### src/rtl/core_mem_arbiter.sv
// Serialises the core's instruction and data ports onto one shared memory port,
// stalling the core while an access is outstanding and aborting accesses that time out.
`timescale 1ns/1ps
module core_mem_arbiter #(
  parameter int ADDR_WIDTH = 32,
  parameter int DATA_WIDTH = 32,
  parameter int SEL_WIDTH  = DATA_WIDTH / 8,
  parameter bit DATA_FIRST = 1'b1,
  parameter int TIMEOUT    = 255
) (
  input  logic                  clk,
  input  logic                  rst,
  input  logic                  rom_en,
  input  logic [SEL_WIDTH-1:0]  rom_write_en,
  input  logic [ADDR_WIDTH-1:0] rom_addr,
  input  logic [DATA_WIDTH-1:0] rom_write_data,
  output logic [DATA_WIDTH-1:0] rom_read_data,
  input  logic                  ram_en,
  input  logic [SEL_WIDTH-1:0]  ram_write_en,
  input  logic [ADDR_WIDTH-1:0] ram_addr,
  input  logic [DATA_WIDTH-1:0] ram_write_data,
  output logic [DATA_WIDTH-1:0] ram_read_data,
  output logic                  stall,
  output logic                  mem_req,
  output logic [SEL_WIDTH-1:0]  mem_write_en,
  output logic [ADDR_WIDTH-1:0] mem_addr,
  output logic [DATA_WIDTH-1:0] mem_write_data,
  input  logic                  mem_ready,
  input  logic                  mem_rvalid,
  input  logic [DATA_WIDTH-1:0] mem_read_data,
  output logic                  timeout_err,
  output logic [7:0]            err_count
);

  localparam int CW = (TIMEOUT < 2) ? 1 : $clog2(TIMEOUT + 1);
  localparam logic [CW-1:0] CNT_LAST = CW'(TIMEOUT - 1);

  typedef enum logic [2:0] {
    S_IDLE   = 3'd0,
    S_D_REQ  = 3'd1,
    S_D_WAIT = 3'd2,
    S_I_REQ  = 3'd3,
    S_I_WAIT = 3'd4,
    S_DONE   = 3'd5
  } state_t;

  state_t r_state;
  state_t w_next;

  logic                  r_ram_pend;
  logic [SEL_WIDTH-1:0]  r_ram_we;
  logic [ADDR_WIDTH-1:0] r_ram_addr;
  logic [DATA_WIDTH-1:0] r_ram_wd;
  logic                  r_rom_pend;
  logic [SEL_WIDTH-1:0]  r_rom_we;
  logic [ADDR_WIDTH-1:0] r_rom_addr;
  logic [DATA_WIDTH-1:0] r_rom_wd;
  logic [CW-1:0]         r_cnt;

  logic                  w_active;
  logic                  w_waiting;
  logic                  w_abort;
  logic                  w_d_fin;
  logic                  w_i_fin;
  logic                  w_capture;
  logic                  w_req_nx;
  logic [SEL_WIDTH-1:0]  w_we_nx;
  logic [ADDR_WIDTH-1:0] w_addr_nx;
  logic [DATA_WIDTH-1:0] w_wd_nx;

  assign w_active  = (r_state == S_D_REQ) || (r_state == S_D_WAIT) ||
                     (r_state == S_I_REQ) || (r_state == S_I_WAIT);
  assign w_waiting = (r_state == S_D_WAIT) || (r_state == S_I_WAIT);
  assign w_capture = (r_state == S_IDLE) && (rom_en || ram_en);
  assign stall     = w_active || w_capture;

  // A response landing on the last allowed cycle wins over the timeout.
  always_comb begin
    w_abort = 1'b0;
    if ((TIMEOUT != 0) && w_active && (r_cnt == CNT_LAST)) begin
      w_abort = !(w_waiting && mem_rvalid);
    end else begin
      w_abort = 1'b0;
    end
  end

  assign w_d_fin = ((r_state == S_D_REQ) && w_abort) ||
                   ((r_state == S_D_WAIT) && (mem_rvalid || w_abort));
  assign w_i_fin = ((r_state == S_I_REQ) && w_abort) ||
                   ((r_state == S_I_WAIT) && (mem_rvalid || w_abort));

  // Next-state logic.
  always_comb begin
    w_next = r_state;
    case (r_state)
      S_IDLE: begin
        if (rom_en || ram_en) begin
          if (DATA_FIRST) begin
            w_next = ram_en ? S_D_REQ : S_I_REQ;
          end else begin
            w_next = rom_en ? S_I_REQ : S_D_REQ;
          end
        end else begin
          w_next = S_IDLE;
        end
      end
      S_D_REQ, S_D_WAIT: begin
        if (w_d_fin) begin
          w_next = r_rom_pend ? S_I_REQ : S_DONE;
        end else if ((r_state == S_D_REQ) && mem_ready) begin
          w_next = S_D_WAIT;
        end else begin
          w_next = r_state;
        end
      end
      S_I_REQ, S_I_WAIT: begin
        if (w_i_fin) begin
          w_next = r_ram_pend ? S_D_REQ : S_DONE;
        end else if ((r_state == S_I_REQ) && mem_ready) begin
          w_next = S_I_WAIT;
        end else begin
          w_next = r_state;
        end
      end
      S_DONE:  w_next = S_IDLE;
      default: w_next = S_IDLE;
    endcase
  end

  // Memory-port values for the next cycle; straight from the core when capturing in IDLE.
  always_comb begin
    w_req_nx  = 1'b0;
    w_we_nx   = {SEL_WIDTH{1'b0}};
    w_addr_nx = mem_addr;
    w_wd_nx   = mem_write_data;
    if (w_next == S_D_REQ) begin
      w_req_nx  = 1'b1;
      w_we_nx   = w_capture ? ram_write_en   : r_ram_we;
      w_addr_nx = w_capture ? ram_addr       : r_ram_addr;
      w_wd_nx   = w_capture ? ram_write_data : r_ram_wd;
    end else if (w_next == S_I_REQ) begin
      w_req_nx  = 1'b1;
      w_we_nx   = w_capture ? rom_write_en   : r_rom_we;
      w_addr_nx = w_capture ? rom_addr       : r_rom_addr;
      w_wd_nx   = w_capture ? rom_write_data : r_rom_wd;
    end else begin
      w_req_nx  = 1'b0;
    end
  end

  // State register.
  always_ff @(posedge clk or posedge rst) begin
    if (rst) begin
      r_state <= S_IDLE;
    end else begin
      r_state <= w_next;
    end
  end

  // Pending request capture; each flag clears once its access finishes.
  always_ff @(posedge clk or posedge rst) begin
    if (rst) begin
      r_ram_pend <= 1'b0;
      r_ram_we   <= {SEL_WIDTH{1'b0}};
      r_ram_addr <= {ADDR_WIDTH{1'b0}};
      r_ram_wd   <= {DATA_WIDTH{1'b0}};
      r_rom_pend <= 1'b0;
      r_rom_we   <= {SEL_WIDTH{1'b0}};
      r_rom_addr <= {ADDR_WIDTH{1'b0}};
      r_rom_wd   <= {DATA_WIDTH{1'b0}};
    end else if (w_capture) begin
      r_ram_pend <= ram_en;
      r_ram_we   <= ram_write_en;
      r_ram_addr <= ram_addr;
      r_ram_wd   <= ram_write_data;
      r_rom_pend <= rom_en;
      r_rom_we   <= rom_write_en;
      r_rom_addr <= rom_addr;
      r_rom_wd   <= rom_write_data;
    end else begin
      if (w_d_fin) r_ram_pend <= 1'b0;
      if (w_i_fin) r_rom_pend <= 1'b0;
    end
  end

  // Per-access cycle counter, restarted whenever a REQ state is entered.
  always_ff @(posedge clk or posedge rst) begin
    if (rst) begin
      r_cnt <= {CW{1'b0}};
    end else if (((w_next == S_D_REQ) || (w_next == S_I_REQ)) && (w_next != r_state)) begin
      r_cnt <= {CW{1'b0}};
    end else if (w_active) begin
      r_cnt <= r_cnt + CW'(1);
    end else begin
      r_cnt <= r_cnt;
    end
  end

  // Registered memory request port.
  always_ff @(posedge clk or posedge rst) begin
    if (rst) begin
      mem_req        <= 1'b0;
      mem_write_en   <= {SEL_WIDTH{1'b0}};
      mem_addr       <= {ADDR_WIDTH{1'b0}};
      mem_write_data <= {DATA_WIDTH{1'b0}};
    end else begin
      mem_req        <= w_req_nx;
      mem_write_en   <= w_we_nx;
      mem_addr       <= w_addr_nx;
      mem_write_data <= w_wd_nx;
    end
  end

  // Read-data return and timeout error reporting; an aborted read returns zero.
  always_ff @(posedge clk or posedge rst) begin
    if (rst) begin
      ram_read_data <= {DATA_WIDTH{1'b0}};
      rom_read_data <= {DATA_WIDTH{1'b0}};
      timeout_err   <= 1'b0;
      err_count     <= 8'd0;
    end else begin
      if (w_d_fin && (r_ram_we == {SEL_WIDTH{1'b0}})) begin
        ram_read_data <= w_abort ? {DATA_WIDTH{1'b0}} : mem_read_data;
      end
      if (w_i_fin && (r_rom_we == {SEL_WIDTH{1'b0}})) begin
        rom_read_data <= w_abort ? {DATA_WIDTH{1'b0}} : mem_read_data;
      end
      timeout_err <= w_abort;
      if (w_abort && (err_count != 8'hFF)) begin
        err_count <= err_count + 8'd1;
      end
    end
  end

endmodule

### config.mk
export PLATFORM = sky130hd
export DESIGN_NAME = core_mem_arbiter
export DESIGN_NICKNAME = d
export VERILOG_FILES = /design/src/rtl/core_mem_arbiter.sv
export SDC_FILE = /design/constraint.sdc
export NUM_CORES = 1
export LEC_CHECK = 0
export ABC_AREA = 1
export CAP_MARGIN = 15
export CORE_ASPECT_RATIO = 0.5
export CORE_UTILIZATION = 25
export DETAILED_ROUTE_END_ITERATION = 8
export DONT_BUFFER_PORTS = 1
export GPL_TIMING_DRIVEN = 0
export MAX_ROUTING_LAYER = met4
export PLACE_DENSITY_LB_ADDON = 0.2
export SLEW_MARGIN = 25
export SYNTH_ARGS = -nofsm -noshare
export SYNTH_HDL_FRONTEND = slang
export SYNTH_SLANG_ARGS = --single-unit
### constraint.sdc
create_clock -name clk -period 10.1 [get_ports clk]
set_input_delay 0.505 -clock clk [delete_from_list [all_inputs] [get_ports clk]]
set_output_delay 0.505 -clock clk [all_outputs]
set_load 0.1 [all_outputs]
After elaboration in Yosys (flattened, before gate mapping)
Cells that the tools add are included.

Register bits: 291. Latch bits: 0. Memory bits (writable): 0. ROM bits: 0. Input bits: 174. Output and inout port bits: 143. Memories: 0.

$add $sub $neg: 2. $mul: 0. Divide/modulo/power cells: 0. $lt $le $gt $ge: 0. Eq/ne operators: 9. Shift-type cells: 0. Mux-type cells: 31. Bitwise operators: 0. Reductions and logical operators: 33.

Operator list (count): 32-bit two-way mux (9); 3-bit two-way mux (6); 8-bit by 1-bit adder with 8-bit output, second input constant (2); 4-bit two-way mux (4); 8-bit two-way mux (2); 1-bit logical AND (13); 1-bit logical OR (10); 3-bit by 2-bit equality test with 1-bit output, second input constant (3); 3-bit case mux with 3 select lines (1); 8-bit equality test, second input constant (1); 4-bit zero test (2); 8-bit != test, second input constant (1); 2-bit nonzero test (4); 1-bit two-way mux (7); 3-bit by 1-bit equality test with 1-bit output, second input constant (2); 2-bit two-way mux (2); 2-bit OR reduction (2); 3-bit equality test, second input constant (1); 3-bit zero test (1); 3-bit != test (1); 1-bit zero test (1).

Longest topological paths before layout
Depth after elaboration: 15. Depth in mapped cells: 17. Depth with buffers taken out: 16.

Worst setup path after synthesis
No wires, ideal clock.

Path type: reg-to-output. From: register r_state[2]. To: output stall. Arrival time: 1992 ps. Required time: 9595 ps. Path slack: 7603 ps. Cell stages (with the launch flop): 9. Buffers on the path: 3. Cells stage by stage: dfrtp_1 -> buf_4 -> inv_1 -> nand2_1 -> a21oi_1 -> inv_1 -> clkbuf_1 -> clkbuf_1 -> nand2_1.

Longest elaborated chain between the ends: 5. Elaborated cells between the ends (all ways): 10. Classes of those cells: eq/ne: 4; reduce/logical: 6.

Ends and longest elaborated chain: start, declared (RTL line 47) `state_t r_state;`; start signal, assigned (RTL line 156) `r_state <= w_next;`; 3-bit by 1-bit equality test with 1-bit output / 3-bit by 2-bit equality test with 1-bit output (equally long branches) (RTL line 71) `assign w_active = (r_state == S_D_REQ) || (r_state == S_D_WAIT) ||`; 1-bit logical OR (2 in series) (RTL line 71); 1-bit logical OR (RTL line 72) `(r_state == S_I_REQ) || (r_state == S_I_WAIT);`; 1-bit logical OR * (RTL line 75) `assign stall = w_active || w_capture;`; end, declared (RTL line 23) `output logic stall,`.

Every way passes the cells marked *; elsewhere a longest branch is shown, timed or not.

Worst setup path in the final report
Same ends and word-level chain as after synthesis.

==> results.json <==
{
  "status": "complete, no violations",
  "ctsResizeCount": 0,
  "synth_ff_type": "dfrtp_1",
  "clk_path_buf_depth": 3,
  "reg2regPathDepth": 11,
  "drive_above_1_share_pct": 12.2,
  "synth_most_common_cell": "nand2_1",
  "stdcell_count": 2120,
  "num_rows": 57,
  "finalInstanceArea_um2": 14500,
  "cts_tree": "done",
  "slew_violations": 0,
  "nets": 1617,
  "synth_area_leader_cell": "dfrtp_1",
  "core_um2": 48800,
  "clk_latency_ns": 0.53,
  "dp_hpwl_mm": 27.2,
  "numCtsBuffers": 34,
  "clockRootBuffer": "clkbuf_16",
  "grt_pass1_wl_mm": 57.9,
  "worstHoldStart": "rom_addr[25]",
  "crit_path_end_kind": "output pin",
  "crit_start": "r_state[2]",
  "die_x_um": 317,
  "ant_nets": 0,
  "dp.cells": 2052,
  "hold_class": "in2reg",
  "ctsHtreeMaxLevel": 2,
  "r2r-end": "mem_write_data[24]",
  "cp.required_ns": 9.60,
  "relSlewSlack_pct": 29.2,
  "yosysUniqueCellTypes": 35,
  "synth_area_um2": 12400,
  "synth_common_cells": "554 x nand2_1, 291 x dfrtp_1, 169 x nor2_1, 126 x nand3_1, 55 x inv_1",
  "post-route-min-period_ns": 3.49,
  "critPathMaxFanout": 10,
  "drt_iter0_markers": 545,
  "min_to": "r_rom_addr[25]",
  "hold_slack_ns": 0.110,
  "firstDrtPassIters": 5,
  "dpl_worst_slack_ns": 7.12,
  "rsz0062_at_grt": "false",
  "fillCellCount": 5270,
  "grt_overflow": 0,
  "gp_congestion": 0.823,
  "synth_edf_count": 0,
  "setup_viol": 0,
  "rr_startpoint": "r_state[1]",
  "io_pins": 317,
  "cts.sinks": 291,
  "die_h_um": 160,
  "setup_ws_ns": 6.61,
  "hold-path-cell-count": 2,
  "drt_wl_total_mm": 37.7,
  "max_cap_viol_count": 0,
  "synth.area.top_cells": "dfrtp_1 59%, nand2_1 17%, nor2_1 5.1%, nand3_1 5.1%, mux2_2 4.4%",
  "worst-setup-path-type": "reg2out",
  "synth_fp_nets": 1576,
  "grt_pass1_vias": 9352,
  "cp-start-kind": "flop",
  "path_clk_slew_ns": 0.06,
  "tightest_slew_ns": 1.06,
  "synth_top_area_share_pct": 58.7,
  "die_area_um2": 50600,
  "fin_crit_sh_pct": 34.5,
  "grt_usage_pct": 15.4,
  "synthArstFlopShare_pct": 100,
  "hold_violations": 0,
  "numPortBuffers": 0,
  "initial_utilization_pct": 25.4,
  "yosysSeqAreaShare_pct": 58.7,
  "vias": 9069,
  "grt_max_degree": 84,
  "ys_seq_elements": 291,
  "crit_arrival_ns": 2.98,
  "syn_to_final_growth_pct": 17.0,
  "yosysWarnings": 0,
  "dpl_cell_area_um2": 13300,
  "wl_per_cell_um": 17.8,
  "vias_per_cell": 4.28,
  "syn_avg_cell_area_um2": 8.87,
  "netlist_instances": 1399,
  "fin_skew_ns": 0.0223,
  "fmax_mhz": 287,
  "rrSetupSlack_ns": 7.42,
  "drc": 0,
  "antenna_found_initial": 6
}
flip-flops by register name, indices dropped and copies added, names as in the netlist:
signal,count
r_state,3
timeout_err,1
r_ram_we,4
err_count,8
mem_addr,32
r_rom_wd,32
r_cnt,8
rom_read_data,32
r_ram_wd,32
r_rom_pend,1
r_ram_addr,32
mem_write_en,4
r_ram_pend,1
r_rom_addr,32
mem_req,1
mem_write_data,32
r_rom_we,4
ram_read_data,32
layout by cell type (no fill, tap or decap), types with 2 or more instances in the layout:
cell          n
nand3_2       2
dfrtp_1     291
xor2_1        8
buf_16        4
buf_4        16
o21ai_1       4
clkbuf_8      8
nor2_1      169
clkinvlp_4    2
clkbuf_1     29
diode_2       6
bufinv_16     2
buf_2        32
nor3_1        4
inv_6         2
nand3_1     126
mux2_2       48
nor2_2        4
ha_1          3
nand2_1     554
clkinv_2      4
inv_2         4
nand4_1       3
or4_1         2
inv_1        54
buf_1         2
a21oi_1       3
mux2_1       17
nand2_4       2
nand2_2       6
xnor2_1       6
clkbuf_16    35
o21ai_0       5
cell families after synthesis:
family                   count (synthesis)  share of synthesized area, %
flip-flops                             291                          58.7
buffers and inverters                  134                          4.92
AO/OA/AOI/OAI                           17                         0.786
XOR/XNOR                                14                         0.988
AND/OR/NAND/NOR                        875                          28.5
multiplexers                            65                          5.90
adder cells (fa/ha/maj)                  3                         0.302
metrics by stage:
| step | util (%) | TNS (ns) |
|---|---|---|
| floorplan | - | 0 |
| global route | 29.8 | 0 |
| CTS | 29.7 | 0 |
| global placement | 27.1 | -739.65 |
| finish | 29.8 | 0 |
| detailed placement | 27.4 | 0 |
timing repair:
action	in CTS	in global routing
hold buffers	1	0
hold endpoints to repair	23	0
buffers inserted	0	0
worst max-delay path, cell delays in order (launching register included):
cell and delay (ns):
dfrtp_1 0.32, buf_4 0.15, inv_1 0.07, nand2_1 0.11, a21oi_1 0.08, inv_1 0.14, clkbuf_1 0.40, clkbuf_1 0.44
nand2_1 0.74
worst max path at each step:
stage | depth (start not counted) | end
after floorplan | 1 | err_count[0]
after global placement | 1 | r_rom_wd[4]
after detailed placement | 8 | stall
after CTS | 8 | stall
after global routing | 8 | stall
final | 8 | stall
final cells by class:
type / count / area (um^2) / area share, %
sequential: 291 / 7280 / 50.2
multi-input combinational: 974 / 4520 / 31.1
clock buffer: 49 / 1010 / 6.95
tap: 649 / 812 / 5.59
buffer: 74 / 385 / 2.65
inverter: 60 / 233 / 1.60
clock inverter: 12 / 141 / 0.974
timing repair buffer: 5 / 120 / 0.827
antenna: 6 / 15.0 / 0.103
metal layers:
metal  wire, um  up-vias  GRT usage, %
li1           -     4489             -
met1      15200     4378          17.2
met2      19800      144          27.1
met3       1760       58          3.59
met4        964        0          4.78
met5          0        -             -
Power is left out: the tool's default activity adds up to more than one toggle a clock period on the data nets, which glitch-free logic cannot reach.
